File: config.mk
export PLATFORM = sky130hd
export DESIGN_NAME = shift_in_collector
export DESIGN_NICKNAME = d
export VERILOG_FILES = /design/src/rtl/lab6_pkg.sv /design/src/rtl/beat_size_dec.sv /design/src/rtl/shift_in_collector.sv
export SDC_FILE = /design/constraint.sdc
export NUM_CORES = 1
export LEC_CHECK = 0
export BUFFER_PORTS_ARGS = -buffer_cell sky130_fd_sc_hd__clkbuf_2
export CAP_MARGIN = 20
export CORE_UTILIZATION = 56
export CTS_CLUSTER_DIAMETER = 60
export DETAILED_ROUTE_END_ITERATION = 10
export PLACE_DENSITY = 0.84
export SLEW_MARGIN = 5
export SYNTH_ARGS = -nofsm -noshare
export SYNTH_HDL_FRONTEND = slang
export SYNTH_HIERARCHICAL = 1
export SYNTH_SLANG_ARGS = --single-unit
File: constraint.sdc
create_clock -name clk -period 3.01 [get_ports clk]
set_input_delay 0.301 -clock clk [delete_from_list [all_inputs] [get_ports clk]]
set_output_delay 0.301 -clock clk [all_outputs]
set_load 0.03 [all_outputs]
File: src/rtl/lab6_pkg.sv
// Shared LAB6 definitions: sel encodings, word width and the collector state enum.
package lab6_pkg;

    localparam logic [1:0] SEL_LOAD = 2'b00;
    localparam logic [1:0] SEL_3    = 2'b01;
    localparam logic [1:0] SEL_2    = 2'b10;
    localparam logic [1:0] SEL_1    = 2'b11;

    localparam int WORD_W = 8;
    localparam int CNT_W  = 4;

    typedef enum logic {
        COLLECT = 1'b0,
        HOLD    = 1'b1
    } state_t;

endpackage

File: src/rtl/beat_size_dec.sv
// Combinational decode of the 2-bit beat mode into a bit count k (8, 3, 2 or 1).
module beat_size_dec
    import lab6_pkg::*;
(
    input  logic [1:0]       sel,
    output logic [CNT_W-1:0] k
);

    always_comb begin
        k = 4'd1;
        unique case (sel)
            SEL_LOAD: k = 4'd8;
            SEL_3:    k = 4'd3;
            SEL_2:    k = 4'd2;
            SEL_1:    k = 4'd1;
        endcase
    end

endmodule

File: src/rtl/shift_in_collector.sv
// Serial-to-parallel collector: LSB-first beats of k bits assembled into an 8-bit word.
// Optional sticky mode-change error port under SHIFT_IN_COLLECTOR_ERR_EN.
module shift_in_collector
    import lab6_pkg::*;
(
    input  logic              clk,
    input  logic              rst_n,
    input  logic [1:0]        sel,
    input  logic [WORD_W-1:0] din,
    input  logic              din_valid,
    output logic              din_ready,
    output logic [WORD_W-1:0] out,
    output logic              out_valid,
`ifdef SHIFT_IN_COLLECTOR_ERR_EN
    output logic              err,
`endif
    input  logic              out_ready
);

    // Handshakes: a transfer happens on a rising edge where valid && ready.
    // din_ready and out_valid come straight from the state register.

    state_t            state, state_nxt;
    logic [CNT_W-1:0]  cnt, cnt_nxt;
    logic [WORD_W-1:0] word, word_nxt;
    logic [CNT_W-1:0]  k;
    logic [CNT_W:0]    sum;
    logic              accept;

    beat_size_dec u_dec (
        .sel (sel),
        .k   (k)
    );

    assign din_ready = (state == COLLECT);
    assign out_valid = (state == HOLD);
    assign out       = word;
    assign accept    = din_valid && (state == COLLECT);
    assign sum       = {1'b0, cnt} + {1'b0, k};

    always_ff @(posedge clk or negedge rst_n) begin
        if (!rst_n) begin
            state <= COLLECT;
            cnt   <= '0;
            word  <= '0;
        end else begin
            state <= state_nxt;
            cnt   <= cnt_nxt;
            word  <= word_nxt;
        end
    end

    always_comb begin
        state_nxt = state;
        cnt_nxt   = cnt;
        word_nxt  = word;
        unique case (state)
            COLLECT: begin
                if (accept) begin
                    // Positions cnt..cnt+k-1 that land inside the word take din[p-cnt];
                    // anything beyond bit 7 simply has no position to land in.
                    for (int p = 0; p < WORD_W; p++) begin
                        logic [2:0] off;
                        off = 3'(p) - cnt[2:0];
                        if ((5'(p) >= {1'b0, cnt}) && (5'(p) < sum))
                            word_nxt[p] = din[off];
                    end
                    if (sum >= 5'd8) begin
                        cnt_nxt   = 4'd8;
                        state_nxt = HOLD;
                    end else begin
                        cnt_nxt = sum[CNT_W-1:0];
                    end
                end
            end
            HOLD: begin
                if (out_ready) begin
                    state_nxt = COLLECT;
                    cnt_nxt   = '0;
                    word_nxt  = '0;
                end
            end
        endcase
    end

`ifdef SHIFT_IN_COLLECTOR_ERR_EN
    logic [1:0] sel_lat;

    // Mode is pinned by the first beat of a word; any later disagreement is sticky.
    always_ff @(posedge clk or negedge rst_n) begin
        if (!rst_n) begin
            sel_lat <= SEL_LOAD;
            err     <= 1'b0;
        end else if (accept) begin
            if (cnt == '0)
                sel_lat <= sel;
            else if (sel != sel_lat)
                err <= 1'b1;
        end
    end
`endif

endmodule
==> metrics.txt, run 1 <==
# TYPE chip_impl_metric gauge
chip_impl_metric{name="fin_cells",unit=""} 196
chip_impl_metric{name="area_growth_syn_to_layout",unit="%"} 12.67
chip_impl_metric{name="ys_types",unit=""} 48
chip_impl_metric{name="initial_core_util",unit="%"} 60.11
chip_impl_metric{name="gpl.final_weighted_congestion",unit=""} 0.9083
chip_impl_info{name="clockRootBuffer",value="sky130_fd_sc_hd__clkbuf_4"} 1
chip_impl_metric{name="post_route_cells_drive_above_1_share",unit="%"} 22.62
chip_impl_info{name="yosys-top-cells-count",value="15 x sky130_fd_sc_hd__mux2i_1, 13 x sky130_fd_sc_hd__dfrtp_1, 12 x sky130_fd_sc_hd__ha_1"} 1
chip_impl_metric{name="dr.first_iter.drc_count",unit=""} 29
chip_impl_metric{name="p_leak",unit="nW"} 0.7129
chip_impl_metric{name="port-buffer-count",unit=""} 23
chip_impl_metric{name="post-route-drc-count",unit=""} 0
chip_impl_info{name="synth_most_common_cell",value="sky130_fd_sc_hd__mux2i_1"} 1
chip_impl_metric{name="first_global_vias",unit=""} 1242
chip_impl_metric{name="num-nets-final",unit=""} 196
chip_impl_metric{name="crit_arrival",unit="ps"} 2760
chip_impl_metric{name="grt_max_degree",unit=""} 14
chip_impl_metric{name="syn_avg_cell_area",unit="µm²"} 9.388
chip_impl_metric{name="worstPathMaxFanout",unit=""} 10
chip_impl_info{name="grt_setup_unrepaired",value="false"} 1
chip_impl_metric{name="cts-root-to-sink-buffers",unit=""} 2
chip_impl_info{name="path_type_of_the_worst_min_delay_path",value="in -> reg"} 1
chip_impl_metric{name="fin_skew",unit="ps"} 16.46
chip_impl_metric{name="totalWireLength",unit="µm"} 3175
chip_impl_metric{name="met2WireLength",unit="µm"} 1643
chip_impl_metric{name="max-cap-violations",unit=""} 0
chip_impl_metric{name="cts_setup_buffers",unit=""} 0
chip_impl_metric{name="final_core_util",unit="%"} 67.73
chip_impl_metric{name="critPathRequiredTime",unit="ps"} 3190
chip_impl_metric{name="report.final.setup_viol",unit=""} 0
chip_impl_metric{name="final_min_period_over_clock_period",unit="%"} 85.72
chip_impl_metric{name="cts_sinks",unit=""} 13
chip_impl_metric{name="die_height",unit="µm"} 50.97
chip_impl_metric{name="fp-row-count",unit=""} 17
chip_impl_metric{name="fin_crit",unit="ps"} 2580
chip_impl_metric{name="achievable-frequency",unit="GHz"} 0.3876
chip_impl_info{name="cts_tree",value="done"} 1
chip_impl_metric{name="dp.final_hpwl",unit="µm"} 2549
chip_impl_metric{name="post_synth_instance_area",unit="mm²"} 0.001343
chip_impl_metric{name="cts_hold_buffers",unit=""} 1
chip_impl_info{name="critPathKind",value="in -> reg"} 1
chip_impl_metric{name="drt.antenna.violating_nets",unit=""} 0
chip_impl_metric{name="report.final.hold_viol_count",unit=""} 0
chip_impl_metric{name="cts_htree_levels",unit=""} 1
chip_impl_metric{name="cts_buffers",unit=""} 3
chip_impl_metric{name="maximum_vdd_drop",unit="V"} 0.0006367
chip_impl_metric{name="final-seq-area",unit="µm²"} 325.3
chip_impl_metric{name="power-per-cell-area",unit="mW/mm²"} 1086
chip_impl_metric{name="met3WireLength",unit="µm"} 201
chip_impl_metric{name="wirelength_met1",unit="µm"} 1237
chip_impl_metric{name="postSynthRegisterBits",unit=""} 13
chip_impl_metric{name="via_to_cell_ratio",unit=""} 6.474
chip_impl_metric{name="grt_antenna_before_repair",unit=""} 0
chip_impl_metric{name="design.portCount",unit=""} 24
chip_impl_metric{name="first_pass_grt_wire_length",unit="µm"} 5540
chip_impl_metric{name="vias",unit=""} 1269
chip_impl_metric{name="track_usage",unit="%"} 28.98
chip_impl_metric{name="n_antenna_cell",unit=""} 0
chip_impl_metric{name="yosys.area.top_type_share",unit="%"} 24.23
chip_impl_metric{name="synth_edf_count",unit=""} 0
chip_impl_info{name="critical_path.startpoint_type",value="primary input"} 1
chip_impl_metric{name="wl_per_cell",unit="µm"} 16.20
chip_impl_info{name="dr.max_layer_used",value="met4"} 1
chip_impl_info{name="worst_setup_end_kind",value="flop"} 1
chip_impl_metric{name="synthesis.yosys.warnings",unit=""} 6
chip_impl_metric{name="die_area",unit="mm²"} 0.002597
chip_impl_metric{name="firstDrtPassIters",unit=""} 4
chip_impl_metric{name="syn_inst",unit=""} 143
chip_impl_metric{name="cts_repair_resize_count",unit=""} 0
chip_impl_metric{name="postSynth.asyncResetShare",unit="%"} 100.0
chip_impl_metric{name="worst_skew_pair.late_latency",unit="ps"} 280
chip_impl_metric{name="cts.clk_slew.worst_paths",unit="ps"} 90
chip_impl_metric{name="dp.cells",unit=""} 191
chip_impl_info{name="outcome",value="completed"} 1
chip_impl_info{name="ys_top_cells_by_area",value="sky130_fd_sc_hd__dfrtp_1 24%, sky130_fd_sc_hd__ha_1 11%, sky130_fd_sc_hd__mux2i_1 11%"} 1
chip_impl_info{name="post-synth-top-area-cell",value="sky130_fd_sc_hd__dfrtp_1"} 1
chip_impl_metric{name="placeableCoreArea",unit="mm²"} 0.002233
chip_impl_info{name="postSynth.topFlopCell",value="sky130_fd_sc_hd__dfrtp_1"} 1
chip_impl_metric{name="globalRoute.totalOverflow",unit=""} 0
chip_impl_metric{name="timing.final.max_slew_violations",unit=""} 0
chip_impl_metric{name="synth.yosys.seq_area_share",unit="%"} 24.23
chip_impl_metric{name="totalNegativeSetupSlack",unit="ps"} 0
chip_impl_metric{name="synthesized_net_count",unit=""} 170
chip_impl_metric{name="die_extent_in_x",unit="µm"} 50.97
chip_impl_metric{name="filler_cell_count",unit=""} 188
chip_impl_metric{name="area_occupied_by_multi_input_gates",unit="µm²"} 944.7
==> layout by cell type (no fill, tap or decap), drive strengths merged, types with 2 or more instances in the layout <==
| cell | count |
|---|---|
| nor2 | 7 |
| o311ai | 2 |
| mux4 | 4 |
| buf | 3 |
| o31ai | 2 |
| a31oi | 2 |
| o211ai | 3 |
| nor3 | 3 |
| nand2b | 3 |
| o21ai | 7 |
| clkbuf | 27 |
| mux2i | 15 |
| ha | 12 |
| nor2b | 3 |
| a32o | 2 |
| nand3 | 8 |
| a21oi | 8 |
| inv | 8 |
| and4 | 2 |
| nand2 | 10 |
| xnor2 | 2 |
| dfrtp | 13 |
==> power breakdown <==
part           leakage [nW]  switching [W]  internal (W)  total, W
Clock                0.0150      0.0000553     0.0000514  0.000107
Combinational         0.531       0.000681      0.000495   0.00118
Sequential            0.167       0.000109      0.000250  0.000359
Total                 0.713       0.000845      0.000797   0.00164
==> worst max-delay path, cell delays in order <==
cell	delay [ps]
sky130_fd_sc_hd__clkbuf_2	90
sky130_fd_sc_hd__inv_1	70
sky130_fd_sc_hd__ha_1	170
sky130_fd_sc_hd__o21ba_1	150
sky130_fd_sc_hd__ha_1	210
sky130_fd_sc_hd__fa_1	450
sky130_fd_sc_hd__and2b_1	260
sky130_fd_sc_hd__nor3_1	60
sky130_fd_sc_hd__a2111oi_2	490
sky130_fd_sc_hd__buf_4	250
sky130_fd_sc_hd__a21oi_1	80
sky130_fd_sc_hd__a22o_1	180
==> final cells by class <==
cell class,instances,share of cell area (%)
inverter,9,2.233
sequential,13,21.51
tap,28,2.316
multi-input combinational,115,62.45
timing repair buffer,27,9.760
clock buffer,4,1.737
==> stage by stage <==
step           area [µm²]  setup slack [ps]  hold slack [ps]  power [W]
6_report             1513             429.7            285.8   0.001642
3_5_place_dp         1476             152.7            209.9   0.001520
4_1_cts              1513             429.5            275.6   0.001634
2_1_floorplan        1343             388.2            5.409   0.001247
5_1_grt              1513             307.5            299.8   0.001768
3_3_place_gp         1476             296.5            203.8   0.001479
==> state kept, by name (all words and copies together), names as in the netlist <==
| register | flops |
|---|---|
| out | 8 |
| cnt | 4 |
| out_valid | 1 |
==> final timing paths <==
kind | from | to | slack, ps | cells past startpoint
setup / recovery | sel[1] | cnt[3] | 430 | 12
setup reg to reg | cnt[0] | cnt[3] | 510 | 8
max in group asynchronous | rst_n | out[3] | 2300 | 2
min in group asynchronous | rst_n | out[0] | 450 | 2
hold / removal | out_ready | out_valid | 290 | 2
hold reg to reg | out[4] | out[4] | 530 | 2
==> cells by family (layout without fill, tap and decap cells) <==
logic type,after synthesis,in the layout,synth area share (%)
AND/OR/NAND/NOR,41,41,16.22
AO/OA/AOI/OAI,37,37,20.50
multiplexers,20,20,18.73
buffers and inverters,15,40,5.405
adder cells (fa/ha/maj),13,13,12.67
flip-flops,13,13,24.23
XOR/XNOR,3,3,1.957
other,1,1,0.2793
==> per-layer routing <==
layer | GRT usage, % | vias to the layer above
li1 | - | 591
met1 | 34.72 | 613
met2 | 50.44 | 55
met3 | 5.060 | 10
met4 | 12.50 | 0
met5 | 0 | -
Note: power is estimated with default switching activity, not from simulation.
==> inputs of run 2 (changes only) <==
Settings changed: CELL_PAD_IN_SITES_DETAIL_PLACEMENT from default to 1, CELL_PAD_IN_SITES_GLOBAL_PLACEMENT from default to 1, CORE_UTILIZATION 56 to 42, PLACE_DENSITY 0.84 to 0.83.
==> run 2 against run 1 <==
  * First-iteration DRC count up 3.4%
  * Die area up 32%
  * Maximum frequency up 1.5%
  * Critical endpoint unchanged
  * Highest routed layer unchanged
==> metrics.txt, run 2 (synthesis gave the netlist of run 1 again) <==
# TYPE chip_impl_metric gauge
chip_impl_info{name="outcome",value="completed"} 1
chip_impl_metric{name="cts_htree_levels",unit=""} 1
chip_impl_metric{name="design.portCount",unit=""} 24
chip_impl_metric{name="placeableCoreArea",unit="mm²"} 0.003053
chip_impl_metric{name="n_antenna_cell",unit=""} 0
chip_impl_metric{name="first_pass_grt_wire_length",unit="µm"} 6548
chip_impl_metric{name="timing.final.max_slew_violations",unit=""} 0
chip_impl_metric{name="cts_buffers",unit=""} 3
chip_impl_metric{name="post-route-drc-count",unit=""} 0
chip_impl_metric{name="firstDrtPassIters",unit=""} 4
chip_impl_metric{name="drt.antenna.violating_nets",unit=""} 0
chip_impl_metric{name="crit_arrival",unit="ps"} 2720
chip_impl_metric{name="die_height",unit="µm"} 58.54
chip_impl_metric{name="final_min_period_over_clock_period",unit="%"} 84.45
chip_impl_metric{name="globalRoute.totalOverflow",unit=""} 0
chip_impl_metric{name="largest_register_ff_count",unit=""} 8
chip_impl_info{name="critPathKind",value="in -> reg"} 1
chip_impl_info{name="critical_path.startpoint_type",value="primary input"} 1
chip_impl_metric{name="slew-limit-headroom",unit="%"} 60.53
chip_impl_metric{name="globalRouteMet1Util",unit="%"} 31.67
chip_impl_metric{name="initial_core_util",unit="%"} 43.98
chip_impl_metric{name="worst_skew_pair.late_latency",unit="ps"} 300
chip_impl_metric{name="global_route_track_usage_on_met3",unit="%"} 1.758
chip_impl_info{name="clockRootBuffer",value="sky130_fd_sc_hd__clkbuf_4"} 1
chip_impl_info{name="hold_start",value="out_ready"} 1
chip_impl_info{name="grt_setup_unrepaired",value="false"} 1
chip_impl_info{name="r2r-start",value="cnt[1]"} 1
chip_impl_metric{name="cts-root-to-sink-buffers",unit=""} 2
chip_impl_metric{name="dr.first_iter.drc_count",unit=""} 30
chip_impl_metric{name="totalWireLength",unit="µm"} 3750
chip_impl_metric{name="fin_total_pwr",unit="W"} 0.001683
chip_impl_metric{name="area_growth_syn_to_layout",unit="%"} 14.17
chip_impl_metric{name="report.final.setup_viol",unit=""} 0
chip_impl_metric{name="worstPathMaxFanout",unit=""} 10
chip_impl_metric{name="first_global_vias",unit=""} 1344
chip_impl_metric{name="cts_repair_resize_count",unit=""} 0
chip_impl_info{name="layout.cells.most_common_list",value="23 x sky130_fd_sc_hd__clkbuf_2, 15 x sky130_fd_sc_hd__mux2i_1, 13 x sky130_fd_sc_hd__dfrtp_1"} 1
chip_impl_metric{name="final_core_util",unit="%"} 50.20
chip_impl_metric{name="grt_antenna_before_repair",unit=""} 0
chip_impl_metric{name="critPathRequiredTime",unit="ps"} 3190
chip_impl_metric{name="grt_max_degree",unit=""} 14
chip_impl_metric{name="maximum_vdd_drop",unit="V"} 0.0004333
chip_impl_info{name="grt.busiest_layer",value="met2"} 1
chip_impl_metric{name="power-per-cell-area",unit="mW/mm²"} 1098
chip_impl_info{name="cts_tree",value="done"} 1
chip_impl_info{name="mostFrequentLayoutCell",value="sky130_fd_sc_hd__clkbuf_2"} 1
chip_impl_metric{name="cts_sinks",unit=""} 13
chip_impl_metric{name="fin_crit",unit="ps"} 2542
chip_impl_info{name="timing.critical_path.from",value="sel[1]"} 1
chip_impl_metric{name="fp-row-count",unit=""} 20
chip_impl_metric{name="global_route.usage.met2",unit="%"} 45.81
chip_impl_metric{name="fin_skew",unit="ps"} 16.90
chip_impl_metric{name="die_extent_in_x",unit="µm"} 58.54
chip_impl_metric{name="gpl.final_weighted_congestion",unit=""} 0.8448
chip_impl_metric{name="post_route_cells_drive_above_1_share",unit="%"} 22.62
chip_impl_metric{name="wl_per_cell",unit="µm"} 17.69
chip_impl_metric{name="port-buffer-count",unit=""} 23
chip_impl_metric{name="achievable-frequency",unit="GHz"} 0.3934
chip_impl_metric{name="via_to_cell_ratio",unit=""} 5.967
chip_impl_metric{name="report.final.hold_viol_count",unit=""} 0
chip_impl_metric{name="transition_at_the_pin_with_the_smallest_max_transition_slack",unit="ps"} 592.0
chip_impl_metric{name="die_area",unit="mm²"} 0.003426
chip_impl_metric{name="vias",unit=""} 1265
chip_impl_metric{name="totalNegativeSetupSlack",unit="ps"} 0
chip_impl_metric{name="dp.final_hpwl",unit="µm"} 3016
chip_impl_info{name="worst_setup_end_kind",value="flop"} 1
chip_impl_metric{name="max-cap-violations",unit=""} 0
chip_impl_metric{name="track_usage",unit="%"} 25.41
chip_impl_metric{name="num-nets-final",unit=""} 196
chip_impl_info{name="path_type_of_the_worst_min_delay_path",value="in -> reg"} 1
chip_impl_metric{name="cts.clk_slew.worst_paths",unit="ps"} 70
chip_impl_metric{name="p_leak",unit="nW"} 0.7129
-- run 2: cell counts in the layout (fill, tap and decap cells not counted) --
Identical to the previous run, type by type.
-- run 2: cell type report --
| cell class | instances | area (µm²) |
|---|---|---|
| tap | 44 | 55.05 |
| clock buffer | 4 | 26.28 |
| fill | 374 | 1520 |
| inverter | 9 | 33.78 |
| multi-input combinational | 115 | 944.7 |
| sequential | 13 | 325.3 |
| timing repair buffer | 27 | 147.6 |
-- run 2: layer usage --
metal	up-vias	share of wire (%)
li1	585	-
met1	646	43
met2	27	52
met3	7	2.5
met4	0	2.5
met5	-	0
-- run 2: critical path, stage by stage --
cell and delay [ps]:
sky130_fd_sc_hd__clkbuf_2 90, sky130_fd_sc_hd__inv_1 80, sky130_fd_sc_hd__ha_1 170, sky130_fd_sc_hd__o21ba_1 150, sky130_fd_sc_hd__ha_1 210, sky130_fd_sc_hd__fa_1 440, sky130_fd_sc_hd__and2b_1 240, sky130_fd_sc_hd__nor3_1 60
sky130_fd_sc_hd__a2111oi_2 460, sky130_fd_sc_hd__buf_4 250, sky130_fd_sc_hd__a21oi_1 80, sky130_fd_sc_hd__a22o_1 180
-- run 2: power by group --
| part | switching (W) | internal [W] | total, W |
|---|---|---|---|
| combinational | 0.000706 | 0.000496 | 0.00120 |
| sequential | 0.000114 | 0.000250 | 0.000364 |
| clock | 0.0000654 | 0.0000518 | 0.000117 |
-- run 2: timing repair --
action                                 in CTS  in global routing
hold buffers                                1                  0
setup buffers                               0                  0
endpoints found under the hold margin      13                  0
-- run 2: worst paths after layout --
path,to,slack (ps),cells after the start
setup / recovery,cnt[3],470,12
hold / removal,out_valid,260,2
setup reg to reg,out[6],470,6
hold reg to reg,out[0],510,2
max in group asynchronous,out[4],2320,2
min in group asynchronous,out[5],420,2
-- run 2: through the flow --
stage | instance area (µm²) | instances | hold WS (ps) | setup WS [ps]
global route | 1533 | 212 | 274.7 | 279.4
finish | 1533 | 212 | 258.3 | 468.2
floorplan | 1343 | 143 | 5.409 | 388.2
global placement | 1496 | 207 | 210.5 | 284.6
detailed placement | 1496 | 207 | 219.9 | 171.4
CTS | 1533 | 212 | 250.8 | 467.3
==> inputs of run 3 (changes only) <==
Settings changed: ABC_AREA from default to 1, CORE_UTILIZATION 42 to 39, PLACE_DENSITY 0.83 to 0.84.
Clock period 3.01 ns to 2.37 ns, I/O delays scaled along.
==> run 3 against run 2 <==
  * Worst setup slack worse by 190 ps
  * Wire length down 1.8%
  * Critical path depth down 2
  * Cell count up 33%
  * Critical endpoint is now out[0]
==> metrics.txt, run 3 <==
# TYPE chip_impl_metric gauge
chip_impl_info{name="yosys-top-cells-count",value="73 x sky130_fd_sc_hd__nand2_1, 17 x sky130_fd_sc_hd__inv_1, 17 x sky130_fd_sc_hd__nand3_1"} 1
chip_impl_info{name="clockRootBuffer",value="sky130_fd_sc_hd__clkbuf_4"} 1
chip_impl_metric{name="grt_antenna_before_repair",unit=""} 0
chip_impl_info{name="worst_path_dominant_cell_family",value="adder cells"} 1
chip_impl_metric{name="drt.antenna.violating_nets",unit=""} 0
chip_impl_info{name="post-synth-top-area-cell",value="sky130_fd_sc_hd__dfrtp_1"} 1
chip_impl_info{name="mostFrequentLayoutCell",value="sky130_fd_sc_hd__nand2_1"} 1
chip_impl_metric{name="p_leak",unit="nW"} 0.8512
chip_impl_metric{name="dp.cells",unit=""} 276
chip_impl_info{name="postSynth.topFlopCell",value="sky130_fd_sc_hd__dfrtp_1"} 1
chip_impl_metric{name="power-per-cell-area",unit="mW/mm²"} 1585
chip_impl_metric{name="synthesized_net_count",unit=""} 234
chip_impl_info{name="path_type_of_the_worst_min_delay_path",value="in -> reg"} 1
chip_impl_metric{name="final-seq-area",unit="µm²"} 325.3
chip_impl_info{name="r2r-start",value="cnt[0]"} 1
chip_impl_metric{name="report.final.setup_viol",unit=""} 0
chip_impl_metric{name="area_growth_syn_to_layout",unit="%"} 15.54
chip_impl_info{name="grt_setup_unrepaired",value="false"} 1
chip_impl_info{name="reg2reg_capture_point",value="out[0]"} 1
chip_impl_metric{name="totalWireLength",unit="µm"} 3681
chip_impl_info{name="critical_path.startpoint_type",value="flop"} 1
chip_impl_metric{name="fin_cells",unit=""} 281
chip_impl_metric{name="synthesis.yosys.warnings",unit=""} 6
chip_impl_metric{name="cts_buffers",unit=""} 3
chip_impl_metric{name="n_antenna_cell",unit=""} 0
chip_impl_metric{name="maximum_vdd_drop",unit="V"} 0.0005685
chip_impl_metric{name="post_route_cells_drive_above_1_share",unit="%"} 20.43
chip_impl_metric{name="globalRoute.totalOverflow",unit=""} 0
chip_impl_info{name="ys_top_cells_by_area",value="sky130_fd_sc_hd__dfrtp_1 24%, sky130_fd_sc_hd__nand2_1 20%, sky130_fd_sc_hd__ha_1 11%"} 1
chip_impl_metric{name="max-cap-violations",unit=""} 0
chip_impl_metric{name="dr.first_iter.drc_count",unit=""} 26
chip_impl_metric{name="hold_depth",unit=""} 2
chip_impl_info{name="hold_start",value="out_ready"} 1
chip_impl_metric{name="initial_core_util",unit="%"} 40.53
chip_impl_metric{name="timing.final.max_slew_violations",unit=""} 0
chip_impl_info{name="timing.critical_path.mode_cell",value="sky130_fd_sc_hd__nand2_1"} 1
chip_impl_metric{name="achievable-frequency",unit="GHz"} 0.4787
chip_impl_metric{name="crit_arrival",unit="ps"} 2260
chip_impl_metric{name="final_min_period_over_clock_period",unit="%"} 88.14
chip_impl_metric{name="synth.yosys.seq_area_share",unit="%"} 24.05
chip_impl_info{name="outcome",value="completed"} 1
chip_impl_metric{name="track_usage",unit="%"} 22.59
chip_impl_metric{name="post_synth_instance_area",unit="mm²"} 0.001353
chip_impl_info{name="critPathKind",value="reg -> reg"} 1
chip_impl_metric{name="cts_htree_levels",unit=""} 1
chip_impl_metric{name="fin_crit",unit="ps"} 2089
chip_impl_metric{name="timing.reg2reg.setup_slack",unit="ps"} 280
chip_impl_metric{name="syn_inst",unit=""} 207
chip_impl_metric{name="worstPathMaxFanout",unit=""} 4
chip_impl_metric{name="die_extent_in_x",unit="µm"} 60.89
chip_impl_metric{name="worst_skew_pair.late_latency",unit="ps"} 280
chip_impl_metric{name="via_to_cell_ratio",unit=""} 4.996
chip_impl_metric{name="design.portCount",unit=""} 24
chip_impl_info{name="worst_setup_end_kind",value="flop"} 1
chip_impl_metric{name="syn_avg_cell_area",unit="µm²"} 6.534
chip_impl_metric{name="dp.final_hpwl",unit="µm"} 3021
chip_impl_info{name="layout.cells.most_common_list",value="73 x sky130_fd_sc_hd__nand2_1, 23 x sky130_fd_sc_hd__clkbuf_2, 17 x sky130_fd_sc_hd__inv_1, 17 x sky130_fd_sc_hd__nand3_1, 15 x sky130_fd_sc_hd__nor2_1"} 1
chip_impl_metric{name="report.final.hold_viol_count",unit=""} 0
chip_impl_metric{name="num-nets-final",unit=""} 263
chip_impl_info{name="cts_tree",value="done"} 1
chip_impl_metric{name="cts.clk_slew.worst_paths",unit="ps"} 90
chip_impl_metric{name="max_stage_delay",unit="ps"} 430
chip_impl_metric{name="cts-root-to-sink-buffers",unit=""} 2
chip_impl_metric{name="cts_setup_buffers",unit=""} 0
chip_impl_metric{name="critPathRequiredTime",unit="ps"} 2550
chip_impl_metric{name="first_pass_grt_wire_length",unit="µm"} 6078
chip_impl_info{name="whs_endpoint",value="out_valid"} 1
chip_impl_metric{name="ys_types",unit=""} 27
chip_impl_metric{name="firstDrtPassIters",unit=""} 4
chip_impl_info{name="critical_path.cell_chain",value="ha_1 > fa_1 > nand2_1 > nand2_1 > a21oi_1 > nand4_1 > nand2_1 > nand2_1 > nand3_1 > nand2_1"} 1
chip_impl_metric{name="die_area",unit="mm²"} 0.003708
chip_impl_metric{name="synth_edf_count",unit=""} 0
chip_impl_metric{name="worst-path-buf-inv",unit=""} 0
chip_impl_metric{name="cts_sinks",unit=""} 13
chip_impl_metric{name="first_global_vias",unit=""} 1360
chip_impl_metric{name="post-route-drc-count",unit=""} 0
chip_impl_metric{name="filler_cell_count",unit=""} 479
chip_impl_metric{name="vias",unit=""} 1404
chip_impl_metric{name="area_occupied_by_multi_input_gates",unit="µm²"} 908.4
chip_impl_metric{name="placeableCoreArea",unit="mm²"} 0.003337
chip_impl_info{name="synth_most_common_cell",value="sky130_fd_sc_hd__nand2_1"} 1
chip_impl_metric{name="port-buffer-count",unit=""} 23
chip_impl_metric{name="final_core_util",unit="%"} 46.83
chip_impl_metric{name="totalNegativeSetupSlack",unit="ps"} 0
chip_impl_metric{name="largest_register_ff_count",unit=""} 8
chip_impl_info{name="timing.critical_path.slowest_stage_cell",value="sky130_fd_sc_hd__fa_1"} 1
chip_impl_metric{name="wl_per_cell",unit="µm"} 13.10
chip_impl_metric{name="cts_repair_resize_count",unit=""} 0
chip_impl_metric{name="fin_total_pwr",unit="W"} 0.002477
chip_impl_metric{name="r2r.worst_path.cells",unit=""} 10
chip_impl_metric{name="yosys.area.top_type_share",unit="%"} 24.05
chip_impl_metric{name="gpl.final_weighted_congestion",unit=""} 0.8745
chip_impl_metric{name="die_height",unit="µm"} 60.89
chip_impl_metric{name="fp-row-count",unit=""} 21
chip_impl_metric{name="postSynthRegisterBits",unit=""} 13
chip_impl_metric{name="grt_max_degree",unit=""} 17
chip_impl_metric{name="fin_skew",unit="ps"} 2.901
chip_impl_metric{name="postSynth.asyncResetShare",unit="%"} 100.0
[run 3: cell count changes in the layout (fill, tap and decap cells not counted), sizes merged, moves of 3 or more]
cell,before,now
mux4,4,0
mux2i,15,0
nand2,10,77
nor2,7,15
inv,8,22
o211ai,3,0
nand3,8,19
nor2b,3,0
nand2b,3,0
o21ai,7,21
[run 3: cells by family after synthesis]
group / count (synthesis) / share of synthesized area [%]
AOI/OAI and AO/OA: 33 / 14.15
xor gates and xnor gates: 3 / 2.498
adders and majority gates: 13 / 12.58
buffers and inverters: 27 / 8.788
DFF: 13 / 24.05
other: 1 / 0.2773
and+or+nand+nor: 117 / 37.65
[run 3: final cells by class]
| type | instances | area share, % |
|---|---|---|
| multi-input cells | 167 | 58.13 |
| flip-flops and latches | 13 | 20.82 |
| repair buffers | 29 | 10.41 |
| clock buffers | 4 | 1.681 |
| inverters | 22 | 5.284 |
| well taps | 46 | 3.683 |
[run 3: through the flow]
step / hold WS (ps) / area (µm²) / setup WS [ps]
6_report: 169.6 / 1563 / 281.0
5_1_grt: 188.8 / 1563 / 144.0
3_5_place_dp: 171.0 / 1526 / 27.00
3_3_place_gp: 163.6 / 1526 / 67.87
2_1_floorplan: -58.59 / 1353 / 347.0
4_1_cts: 162.9 / 1563 / 288.9
[run 3: metal layers]
metal | track usage, % | vias up | routed length [µm]
li1 | - | 723 | -
met1 | 29.07 | 652 | 1845
met2 | 40.35 | 22 | 1715
met3 | 2.559 | 7 | 58
met4 | 5.195 | 0 | 61
met5 | 0 | - | 0
[run 3: what timing repair did]
item / in CTS / in global routing
hold buffers: 1 / 0
endpoints found under the hold margin: 13 / 0
setup endpoints to repair: 0 / 0
[run 3: power by group]
part           switching [W]  internal, W
combinational        0.00127     0.000649
clock              0.0000808    0.0000653
sequential         0.0000868     0.000328
total                0.00144      0.00104
[run 3: worst max-delay path by stage]
| stage | cells after the start | startpoint | endpoint | slack [ps] |
|---|---|---|---|---|
| after floorplan | 14 | sel[1] | out[4] | 350 |
| after global placement | 15 | sel[1] | out[0] | 70 |
| after detailed placement | 15 | sel[1] | out[0] | 30 |
| after CTS | 10 | cnt[0] | out[0] | 290 |
| after global routing | 11 | cnt[0] | out[2] | 140 |
| final | 10 | cnt[0] | out[0] | 280 |
